[src/rtl/lfsr_rand_gen.sv]
// lfsr_rand_gen: parametrised Fibonacci LFSR random source with random tick and wrap pulses.
// Define LFSR_LOCKUP_RECOVER_EN to reload SEED when stepping from the all-zero state.
module lfsr_rand_gen #(
    parameter int BW_LFSR = 8,
    parameter logic [BW_LFSR-1:0] SEED = BW_LFSR'(1),
    parameter logic [31:0] TAPS = '0
) (
    input  logic               i_clk,
    input  logic               i_rst,
    input  logic               i_en,
    input  logic               i_load,
    input  logic [BW_LFSR-1:0] i_seed,
    input  logic [BW_LFSR-1:0] i_thresh,
    output logic [BW_LFSR-1:0] o_lfsr,
    output logic               o_tick,
    output logic               o_wrap,
    output logic               o_lockup
);
    function automatic logic [31:0] max_taps(input int w);
        case (w)
            3:  max_taps = 32'h00000006;
            4:  max_taps = 32'h0000000C;
            5:  max_taps = 32'h00000014;
            6:  max_taps = 32'h00000030;
            7:  max_taps = 32'h00000060;
            8:  max_taps = 32'h000000B8;
            9:  max_taps = 32'h00000110;
            10: max_taps = 32'h00000240;
            11: max_taps = 32'h00000500;
            12: max_taps = 32'h00000829;
            13: max_taps = 32'h0000100D;
            14: max_taps = 32'h00002015;
            15: max_taps = 32'h00006000;
            16: max_taps = 32'h0000D008;
            17: max_taps = 32'h00012000;
            18: max_taps = 32'h00020400;
            19: max_taps = 32'h00040023;
            20: max_taps = 32'h00090000;
            21: max_taps = 32'h00140000;
            22: max_taps = 32'h00300000;
            23: max_taps = 32'h00420000;
            24: max_taps = 32'h00E10000;
            25: max_taps = 32'h01200000;
            26: max_taps = 32'h02000023;
            27: max_taps = 32'h04000013;
            28: max_taps = 32'h09000000;
            29: max_taps = 32'h14000000;
            30: max_taps = 32'h20000029;
            31: max_taps = 32'h48000000;
            32: max_taps = 32'h80200003;
            default: max_taps = 32'h0;
        endcase
    endfunction

    localparam logic [31:0] TAB = max_taps(BW_LFSR);
    localparam logic [BW_LFSR-1:0] MASK = BW_LFSR'((TAPS != '0) ? TAPS : TAB);

    logic [BW_LFSR-1:0] start;
    logic [BW_LFSR-1:0] nxt;
    logic               recover;

    // shift left and feed the parity of the tapped stages into bit 0
    always_comb nxt = {o_lfsr[BW_LFSR-2:0], ^(o_lfsr & MASK)};

`ifdef LFSR_LOCKUP_RECOVER_EN
    assign recover = (o_lfsr == '0);
`else
    assign recover = 1'b0;
`endif

    // register state, origin and per-step pulses; reset > load > step > hold
    always_ff @(posedge i_clk) begin
        if (i_rst) begin
            o_lfsr   <= SEED;
            start    <= SEED;
            o_tick   <= 1'b0;
            o_wrap   <= 1'b0;
            o_lockup <= 1'b0;
        end else if (i_load) begin
            o_lfsr   <= i_seed;
            start    <= i_seed;
            o_tick   <= 1'b0;
            o_wrap   <= 1'b0;
            o_lockup <= (i_seed == '0);
        end else if (i_en && recover) begin
            o_lfsr   <= SEED;
            start    <= SEED;
            o_tick   <= 1'b0;
            o_wrap   <= 1'b0;
            o_lockup <= 1'b0;
        end else if (i_en) begin
            o_lfsr   <= nxt;
            o_tick   <= (nxt < i_thresh);
            o_wrap   <= (nxt == start);
            o_lockup <= (nxt == '0);
        end else begin
            o_tick   <= 1'b0;
            o_wrap   <= 1'b0;
        end
    end

    a_seed_nonzero: assert property (@(posedge i_clk) SEED != '0);
    a_width_legal:  assert property (@(posedge i_clk) BW_LFSR >= 3 && BW_LFSR <= 32);
endmodule

[config.mk]
export PLATFORM = sky130hd
export DESIGN_NAME = lfsr_rand_gen
export DESIGN_NICKNAME = d
export VERILOG_FILES = /design/src/rtl/lfsr_rand_gen.sv
export SDC_FILE = /design/constraint.sdc
export NUM_CORES = 1
export LEC_CHECK = 0
export CAP_MARGIN = 30
export CORE_MARGIN = 5
export CORE_UTILIZATION = 52
export CTS_BUF_LIST = sky130_fd_sc_hd__clkbuf_4
export CTS_CLUSTER_SIZE = 20
export DETAILED_ROUTE_END_ITERATION = 8
export PLACE_DENSITY_LB_ADDON = 0.12
export SKIP_CTS_REPAIR_TIMING = 1
export SLEW_MARGIN = 40
export SYNTH_ARGS = -nofsm -noshare
export SYNTH_HDL_FRONTEND = slang
export SYNTH_SLANG_ARGS = --single-unit
[constraint.sdc]
create_clock -name i_clk -period 3.55 [get_ports i_clk]
set_clock_uncertainty 0.05 [all_clocks]
set_input_delay 0.71 -clock i_clk [delete_from_list [all_inputs] [get_ports i_clk]]
set_output_delay 0.71 -clock i_clk [all_outputs]
set_load 0.01 [all_outputs]
Word-level counts from Yosys, hierarchy flattened
Index checks and enable logic that the tools add are counted.
{"block": "op_classes", "n_mux": 4, "reduce_logical": 5, "eq_ne": 1, "bitwise": 1, "order_cmp": 1}
{"operator": "8-bit logical NOT", "count": 2}
{"operator": "8-bit 2-to-1 mux", "count": 2}
{"operator": "8-bit == test", "count": 1}
{"operator": "8-bit less-than comparator", "count": 1}
{"operator": "8-bit parity", "count": 1}
{"operator": "3-bit OR reduction", "count": 1}
{"operator": "1-bit 2-to-1 mux", "count": 2}
{"operator": "2-bit nonzero test", "count": 1}
{"operator": "1-bit NOT", "count": 1}
{"block": "totals", "word_cells": 17, "in_bits": 20, "reg_bits": 19, "output_inout_bits": 11}

Depth between registers and ports, before layout
Gate-level depths: netlist of run 1.
{"block": "depth", "ltp_word": 4, "depth_mapped": 5, "mapped_depth_nobuf": 5}

Least setup slack after synthesis of run 1
No wires, ideal clock.
{"block": "synth_path", "kind": "input -> register", "startpoint": "input i_load", "endpoint": "register start[5]", "path_stages": 4, "slack_ns": 1.849, "path_buffers": 2, "setup_time_ns": 0.128, "required_ns": 3.372, "arrival_time_ns": 1.524, "path_cell_list": "clkbuf_1 -> buf_1 -> mux2i_1 -> nor2_1"}
{"item": "start: declaration", "line_no": "11", "rtl": "input logic i_load,"}
{"item": "end signal: assignment", "line_no": "81", "rtl": "start <= i_seed;"}
{"item": "end: declaration", "line_no": "58", "rtl": "logic [BW_LFSR-1:0] start;"}

Worst setup path after layout of run 1
{"block": "layout_path", "startpoint": "register o_lfsr[4]", "endpoint": "output o_lfsr[4]"}
{"item": "start: declaration", "line_no": "14", "rtl": "output logic [BW_LFSR-1:0] o_lfsr,"}
{"item": "start signal: assignment", "line_no": "80", "rtl": "o_lfsr <= i_seed;"}
{"item": "start signal: assignment", "line_no": "92", "rtl": "o_lfsr <= nxt;"}
No word-level cell between the ends.

==> qor_table.md, run 1 <==
| Group | Parameter | This run |
|---|---|---|
| floorplanning | Initial Util | 54.4% |
| place | Final weighted congestion in routability-driven placement | 0.792 |
| logic synthesis | Top FF cell, synth | dfxtp_1 |
| setup path | Top cell family by delay on the critical path | buffers and inverters |
| logic synthesis | Number of instances in the synthesized netlist | 124 |
| final layout | Area added between synthesis and finish | 32.8% |
| setup path | Highest cell delay on the worst timing path | 0.61 ns |
| cts | Clk root buf | clkbuf_4 |
| power | Worst supply voltage drop on vdd | 274 uV |
| global routing | Antenna violations before repair | 0 |
| setup path | Type of element capturing the critical path | primary output |
| drt | DRC Markers | 0 |
| logic synthesis | Post-Syn Nets | 151 |
| floorplanning | Top-Level Pins | 31 |
| setup path | Worst-path cell chain | clkdlybuf4s50_1 |
| place | Dpl cell area | 1370 um2 |
| final layout | Number of filler instances in the final layout | 177 |
| final layout | Number of antenna diodes | 0 |
| place | HPWL after DPL | 1910 um |
| status | Run status | completed |
| place | Number of placed instances with taps included | 176 |
| drt | DRC marker count from the first detailed-route iteration | 15 |
| setup path | Endpoint arrival time on the critical path | 1.43 ns |
| sta | Number of setup violations in the final report | 0 |
| cts | Clock-pin slew on the worst setup and hold paths | 0.10 ns |
| floorplanning | Height of the die | 55.1 um |
| drt | Average wire per standard cell | 13.6 um |
| global routing | Via count of the first global-routing pass | 909 |
| global routing | First-pass GRT wire length | 3920 um |
| drt | Total via count in the routed design | 943 |
| setup path | Critical path required time | 2.79 ns |
| logic synthesis | Cell with the most instances after synthesis | nor2_1 |
| logic synthesis | Average cell area after synthesis | 8.53 um2 |
| drt | ANT nets after route | 0 |
| setup path | Setup Crit Path Kind | flip-flop to primary output |
| logic synthesis | Post-synthesis cell type with the largest combined area | dfxtp_1 |
| setup path | Cell with the largest stage delay on the worst path | clkdlybuf4s50_1 |
| cts | TritonCTS clock tree | built |
| floorplanning | Die footprint | 3030 um2 |
| power | Leak | 0.632 nW |
| place | Number of buffers inserted by port buffering | 30 |
| final layout | Share of post-route cells with drive strength above 1 | 3.92% |
| cts | Total clock buffers created by CTS | 3 |
| sta | Tightest hold margin | 0.477 ns |
| min path | Class of the tightest hold or removal check | flip-flop to flip-flop |
| sta | Min cycle time layout | 2.19 ns |
| logic synthesis | Top cells by area, synth | dfxtp_1 (36%), mux2i_1 (12%), nor2_1 (8.5%) |
| sta | Slew of the pin with the lowest slew margin | 0.596 ns |
| global routing | Leftover overflow at the end of global routing | 0 |
| logic synthesis | Post-synth design cell area | 1060 um2 |
| logic synthesis | Number of enable flip-flop cells after synthesis | 0 |
| sta | Count of pins over their slew limit | 0 |
| global routing | Largest net degree at the start of global routing | 18 |
| drt | Total iterations of the first detailed-routing run | 4 |
| sta | Setup Total Neg Slack | 0 ns |
| sta | Max_slew headroom | 60.2% |
| global routing | Total routing resource utilization after global routing | 17.9% |
| final layout | Post-route cell area | 1400 um2 |
| logic synthesis | Top cell types by occurrence after synthesis | nor2_1 (24), dfxtp_1 (19), mux2i_1 (13) |
| sta | Unrepaired setup endpoints after global routing | false |
| power | Total power density per cell area | 338 nW/um2 |
| cts | CTS H-Tree Depth | 1 |
| cts | Max Buffers Root-to-Sink | 2 |
| logic synthesis | Total number of yosys warnings | 0 |
| sta | Highest achievable clock rate | 456 MHz |
| job | Max-cap violation count | 0 |
| drt | Vias per inst | 5.24 |
| setup path | Crit-path max FO | 7 |
| logic synthesis | Register bit total from synthesis | 19 |
| setup path | Critical path startpoint category | flip-flop |
| floorplanning | Core Area | 1940 um2 |
| floorplanning | Horizontal die dimension | 55.1 um |
| sta | Final hold violation count | 0 |
| logic synthesis | Number of library cell types mapped by synthesis | 26 |
| logic synthesis | Sequential share of the synthesized area | 36.0% |
| logic synthesis | Yosys top cell area share | 36.0% |
| drt | Overall routed net length | 2450 um |
| floorplanning | Standard-cell rows | 16 |
| cts | Clock latency on the worst-skew pair | 0.30 ns |
| final layout | Net count of the finished layout | 181 |
| final layout | Fin cells | 180 |
| cts | CTS sink count | 19 |
| sta | Final Cycle Share | 61.7% |
| logic synthesis | Share of synthesized flip-flops with an asynchronous set or reset | 0% |
| setup path | Critical path buffers and inverters | 1 |
-- layout by cell type, fill, tap and decap left out --
master            n
ha_1              7
a211oi_1          2
xnor2_1           6
nor2_1           24
a211o_2           1
inv_1             9
nand4_1           2
a41oi_1           2
o21ai_0           2
dfxtp_1          19
a221oi_1          1
nor4_1            3
nor2b_1           2
mux2i_1          13
a21o_1            2
nand2b_1          1
a21oi_1           7
o21bai_1          1
nor3_1            5
xor2_1            5
nand3_1           1
nor3b_1           1
clkbuf_4          4
clkdlybuf4s50_1  30
nand2_1           2
buf_4             1
-- stage by stage --
| stage | power, mW | util (%) | setup WS [ns] |
|---|---|---|---|
| final | 0.474 | 72.3 | 1.36 |
| after global routing | 0.500 | 72.3 | 1.31 |
| after CTS | 0.478 | 72.3 | 1.36 |
| after detailed placement | 0.363 | 70.7 | 1.23 |
| after global placement | 0.359 | 70.7 | 1.27 |
| after floorplan | 0.309 | - | 1.85 |
-- sequential cells by signal, indices dropped and copies added, names as in the netlist --
name	cells
o_lfsr	8
o_tick	1
start	8
o_lockup	1
o_wrap	1
-- report_power, final --
group	total (mW)	switching, mW	internal (mW)
sequential	0.242	0.0164	0.226
combinational	0.115	0.0506	0.0647
clock	0.117	0.0652	0.0514
-- cell families after synthesis --
kind of cell	synth area share (%)
AO/OA/AOI/OAI	11.2
multiplexers	12.3
buffers and inverters	5.56
adder cells (fa/ha/maj)	8.28
AND/OR/NAND/NOR	17.5
flip-flops	36.0
XOR/XNOR	9.11
-- path summary, 6_finish.rpt --
kind	from	to	cells after the start	slack, ns
min	start[6]$_SDFFE_PP0P_	start[6]$_SDFFE_PP0P_	2	0.48
max reg2reg	o_lfsr[4]$_SDFFE_PP0P_	o_tick$_SDFF_PP0_	4	1.95
min reg2reg	start[6]$_SDFFE_PP0P_	start[6]$_SDFFE_PP0P_	2	0.48
max	o_lfsr[4]$_SDFFE_PP0P_	o_lfsr[4]	1	1.36
-- layout make-up --
| cell class | count | area (um2) | share of cell area (%) |
|---|---|---|---|
| tap | 27 | 33.8 | 2.41 |
| multi-input combinational | 90 | 618 | 44.0 |
| inverter | 9 | 33.8 | 2.41 |
| clock buffer | 4 | 30.0 | 2.14 |
| timing repair buffer | 31 | 308 | 21.9 |
| sequential | 19 | 380 | 27.1 |
-- per-layer routing --
layer / routed length [um] / share of wire, % / global-route usage [%] / vias to the layer above
met5: 0 / 0 / 0 / -
met4: 25 / 1.0 / 8.10 / 0
met3: 164 / 6.7 / 4.02 / 4
met2: 1210 / 49 / 31.5 / 27
met1: 1060 / 43 / 20.5 / 429
li1: - / - / - / 483
No activity file was read; power rests on OpenSTA's default activity.
==> inputs of run 2 (changes only) <==
--- a/config.mk
+++ b/config.mk
@@ -7,7 +7,7 @@
 export LEC_CHECK = 0
 export CAP_MARGIN = 30
 export CORE_MARGIN = 5
-export CORE_UTILIZATION = 52
+export CORE_UTILIZATION = 48
 export CTS_BUF_LIST = sky130_fd_sc_hd__clkbuf_4
 export CTS_CLUSTER_SIZE = 20
 export DETAILED_ROUTE_END_ITERATION = 8
==> constraint.sdc (replaced) <==
create_clock -name i_clk -period 2.3 [get_ports i_clk]
set_clock_uncertainty 0.05 [all_clocks]
set_input_delay 0.46 -clock i_clk [delete_from_list [all_inputs] [get_ports i_clk]]
set_output_delay 0.46 -clock i_clk [all_outputs]
set_load 0.01 [all_outputs]
==> qor_table.md, run 2 (synthesis results as in run 1) <==
| Group | Parameter | This run | Change |
|---|---|---|---|
| global routing | M3 GR Usage | 3.39% | was 4.02% |
| cts | Clock-pin slew on the worst setup and hold paths | 0.11 ns | was 0.10 ns |
| cts | TritonCTS clock tree | built | unchanged |
| setup path | Critical path required time | 1.79 ns | was 2.79 ns |
| floorplanning | Die footprint | 3240 um2 | was 3030 um2 |
| place | Number of buffers inserted by port buffering | 30 | unchanged |
| setup path | Cell with the largest stage delay on the worst path | clkdlybuf4s50_1 | unchanged |
| global routing | Antenna violations before repair | 0 | unchanged |
| floorplanning | Core Area | 2150 um2 | was 1940 um2 |
| floorplanning | Top-Level Pins | 31 | unchanged |
| drt | ANT nets after route | 0 | unchanged |
| sta | Min cycle time layout | 1.92 ns |  |
| final layout | Share of post-route cells with drive strength above 1 | 5.16% | was 3.92% |
| sta | Number of setup violations in the final report | 0 | unchanged |
| cts | Clock latency on the worst-skew pair | 0.30 ns | about the same |
| floorplanning | Initial Util | 49.2% | was 54.4% |
| final layout | Number of filler instances in the final layout | 202 | was 177 |
| global routing | Met2 global-route usage | 29.0% | was 31.5% |
| sta | Setup Total Neg Slack | 0 ns | unchanged |
| global routing | First-pass GRT wire length | 4460 um | was 3920 um |
| power | Leak | 0.641 nW | was 0.632 nW |
| final layout | Leading cell type in the layout, fill and taps excluded | clkdlybuf4s50_1 | unchanged |
| drt | DRC marker count from the first detailed-route iteration | 17 | was 15 |
| power | Final Total Pwr | 0.726 mW | was 0.474 mW |
| sta | Count of pins over their slew limit | 0 | unchanged |
| sta | Max_slew headroom | 69.9% | was 60.2% |
| global routing | Largest net degree at the start of global routing | 17 | was 18 |
| power | Switching portion of total power | 29.1% | was 27.9% |
| cts | Max Buffers Root-to-Sink | 2 | unchanged |
| final layout | Largest registers ranked by flip-flop count | o_lfsr: 8 flops, start: 8 flops | unchanged |
| setup path | Endpoint arrival time on the critical path | 1.41 ns | was 1.43 ns |
| drt | Vias per inst | 5.27 | was 5.24 |
| drt | Overall routed net length | 2490 um | was 2450 um |
| global routing | Met1 capacity usage during global routing | 20.7% | was 20.5% |
| setup path | Highest cell delay on the worst timing path | 0.60 ns | was 0.61 ns |
| cts | CTS sink count | 19 | unchanged |
| sta | Final hold violation count | 0 | unchanged |
| floorplanning | Standard-cell rows | 17 | was 16 |
| power | Worst supply voltage drop on vdd | 392 uV | was 274 uV |
| setup path | Critical path startpoint category | flip-flop | unchanged |
| sta | Final Cycle Share | 83.5% |  |
| cts | Total clock buffers created by CTS | 3 | unchanged |
| cts | Clk root buf | clkbuf_4 | unchanged |
| power | Sequential Power Share | 51.4% | was 51.1% |
| status | Run status | completed | unchanged |
| drt | Total via count in the routed design | 964 | was 943 |
| sta | Unrepaired setup endpoints after global routing | false | unchanged |
| setup path | Top cell family by delay on the critical path | buffers and inverters | unchanged |
| setup path | Type of element capturing the critical path | primary output | unchanged |
| setup path | Crit-path max FO | 7 | unchanged |
| drt | DRC Markers | 0 | unchanged |
| place | HPWL after DPL | 1970 um | was 1910 um |
| final layout | Net count of the finished layout | 183 | was 181 |
| setup path | Setup Crit Path Kind | flip-flop to primary output | unchanged |
| final layout | Commonest non-fill, non-tap cells in the layout | clkdlybuf4s50_1 (30), nor2_1 (24), dfxtp_1 (19) | unchanged |
| final layout | Number of antenna diodes | 0 | unchanged |
| drt | Total iterations of the first detailed-routing run | 4 | unchanged |
| floorplanning | Horizontal die dimension | 56.9 um | was 55.1 um |
| floorplanning | Height of the die | 56.9 um | was 55.1 um |
| global routing | Leftover overflow at the end of global routing | 0 | unchanged |
| final layout | Area added between synthesis and finish | 34.1% | was 32.8% |
| global routing | GR peak layer | met2 | unchanged |
| power | Relative contribution of the clock network to total power | 23.8% | was 24.6% |
| power | Total power density per cell area | 512 nW/um2 | was 338 nW/um2 |
| place | Final weighted congestion in routability-driven placement | 0.907 | was 0.792 |
| sta | Highest achievable clock rate | 521 MHz |  |
| setup path | Critical path buffers and inverters | 1 | unchanged |
| sta | Slew of the pin with the lowest slew margin | 0.449 ns | was 0.596 ns |
| setup path | Worst-path cell chain | clkdlybuf4s50_1 | unchanged |
| job | Max-cap violation count | 0 | unchanged |
| power | Switch Pwr | 0.211 mW | was 0.132 mW |
| min path | Class of the tightest hold or removal check | flip-flop to flip-flop | unchanged |
| cts | CTS H-Tree Depth | 1 | unchanged |
| power | Internal Pwr Total | 0.515 mW | was 0.342 mW |
| drt | Average wire per standard cell | 13.6 um | about the same |
| power | Part of the total power dissipated in combinational logic | 24.8% | was 24.3% |
| global routing | Total routing resource utilization after global routing | 17.3% | was 17.9% |
| global routing | Via count of the first global-routing pass | 1001 | was 909 |
run 2: path summary, 6_finish.rpt:
check	from	cells after the start	to	slack, ns
setup / recovery	o_lfsr[5]$_SDFFE_PP0P_	1	o_lfsr[5]	0.38
hold / removal	start[0]$_SDFFE_PP1P_	2	start[0]$_SDFFE_PP1P_	0.45
setup reg to reg	o_lfsr[5]$_SDFFE_PP0P_	4	o_tick$_SDFF_PP0_	0.63
hold reg to reg	start[0]$_SDFFE_PP1P_	2	start[0]$_SDFFE_PP1P_	0.45
run 2: layout make-up:
cell class                 instances  area [um2]  area share [%]
clock inverter                     1        5.00           0.353
clock buffer                       3        22.5            1.59
inverter                           9        33.8            2.38
timing repair buffer              33         323            22.8
multi-input combinational         90         618            43.6
tap                               28        35.0            2.47
sequential                        19         380            26.8
run 2: through the flow:
| stage | hold WS [ns] | utilization, % | instance area [um2] | worst slack [ns] | cells |
|---|---|---|---|---|---|
| 2_1_floorplan | 0.408 | - | 1060 | 0.849 | 124 |
| 3_3_place_gp | 0.423 | 64.7 | 1390 | 0.265 | 179 |
| 3_5_place_dp | 0.426 | 64.7 | 1390 | 0.262 | 179 |
| 4_1_cts | 0.448 | 66.0 | 1420 | 0.355 | 183 |
| 5_1_grt | 0.498 | 66.0 | 1420 | 0.305 | 183 |
| 6_report | 0.448 | 66.0 | 1420 | 0.379 | 183 |
run 2: layer usage:
layer  wire length, um  part of all wire [%]  up-vias
met5                 0                     0        -
met4                59                   2.4        0
met3               138                   5.5        7
met2              1210                    49       27
met1              1080                    43      444
li1                  -                     -      486
run 2: power groups by stage:
stage	Clock [mW]	Sequential (mW)	Combinational, mW
after floorplan	0	0.380	0.0981
after global placement	0	0.380	0.178
after detailed placement	0	0.381	0.181
after CTS	0.186	0.374	0.182
after global routing	0.201	0.377	0.203
final	0.173	0.373	0.180
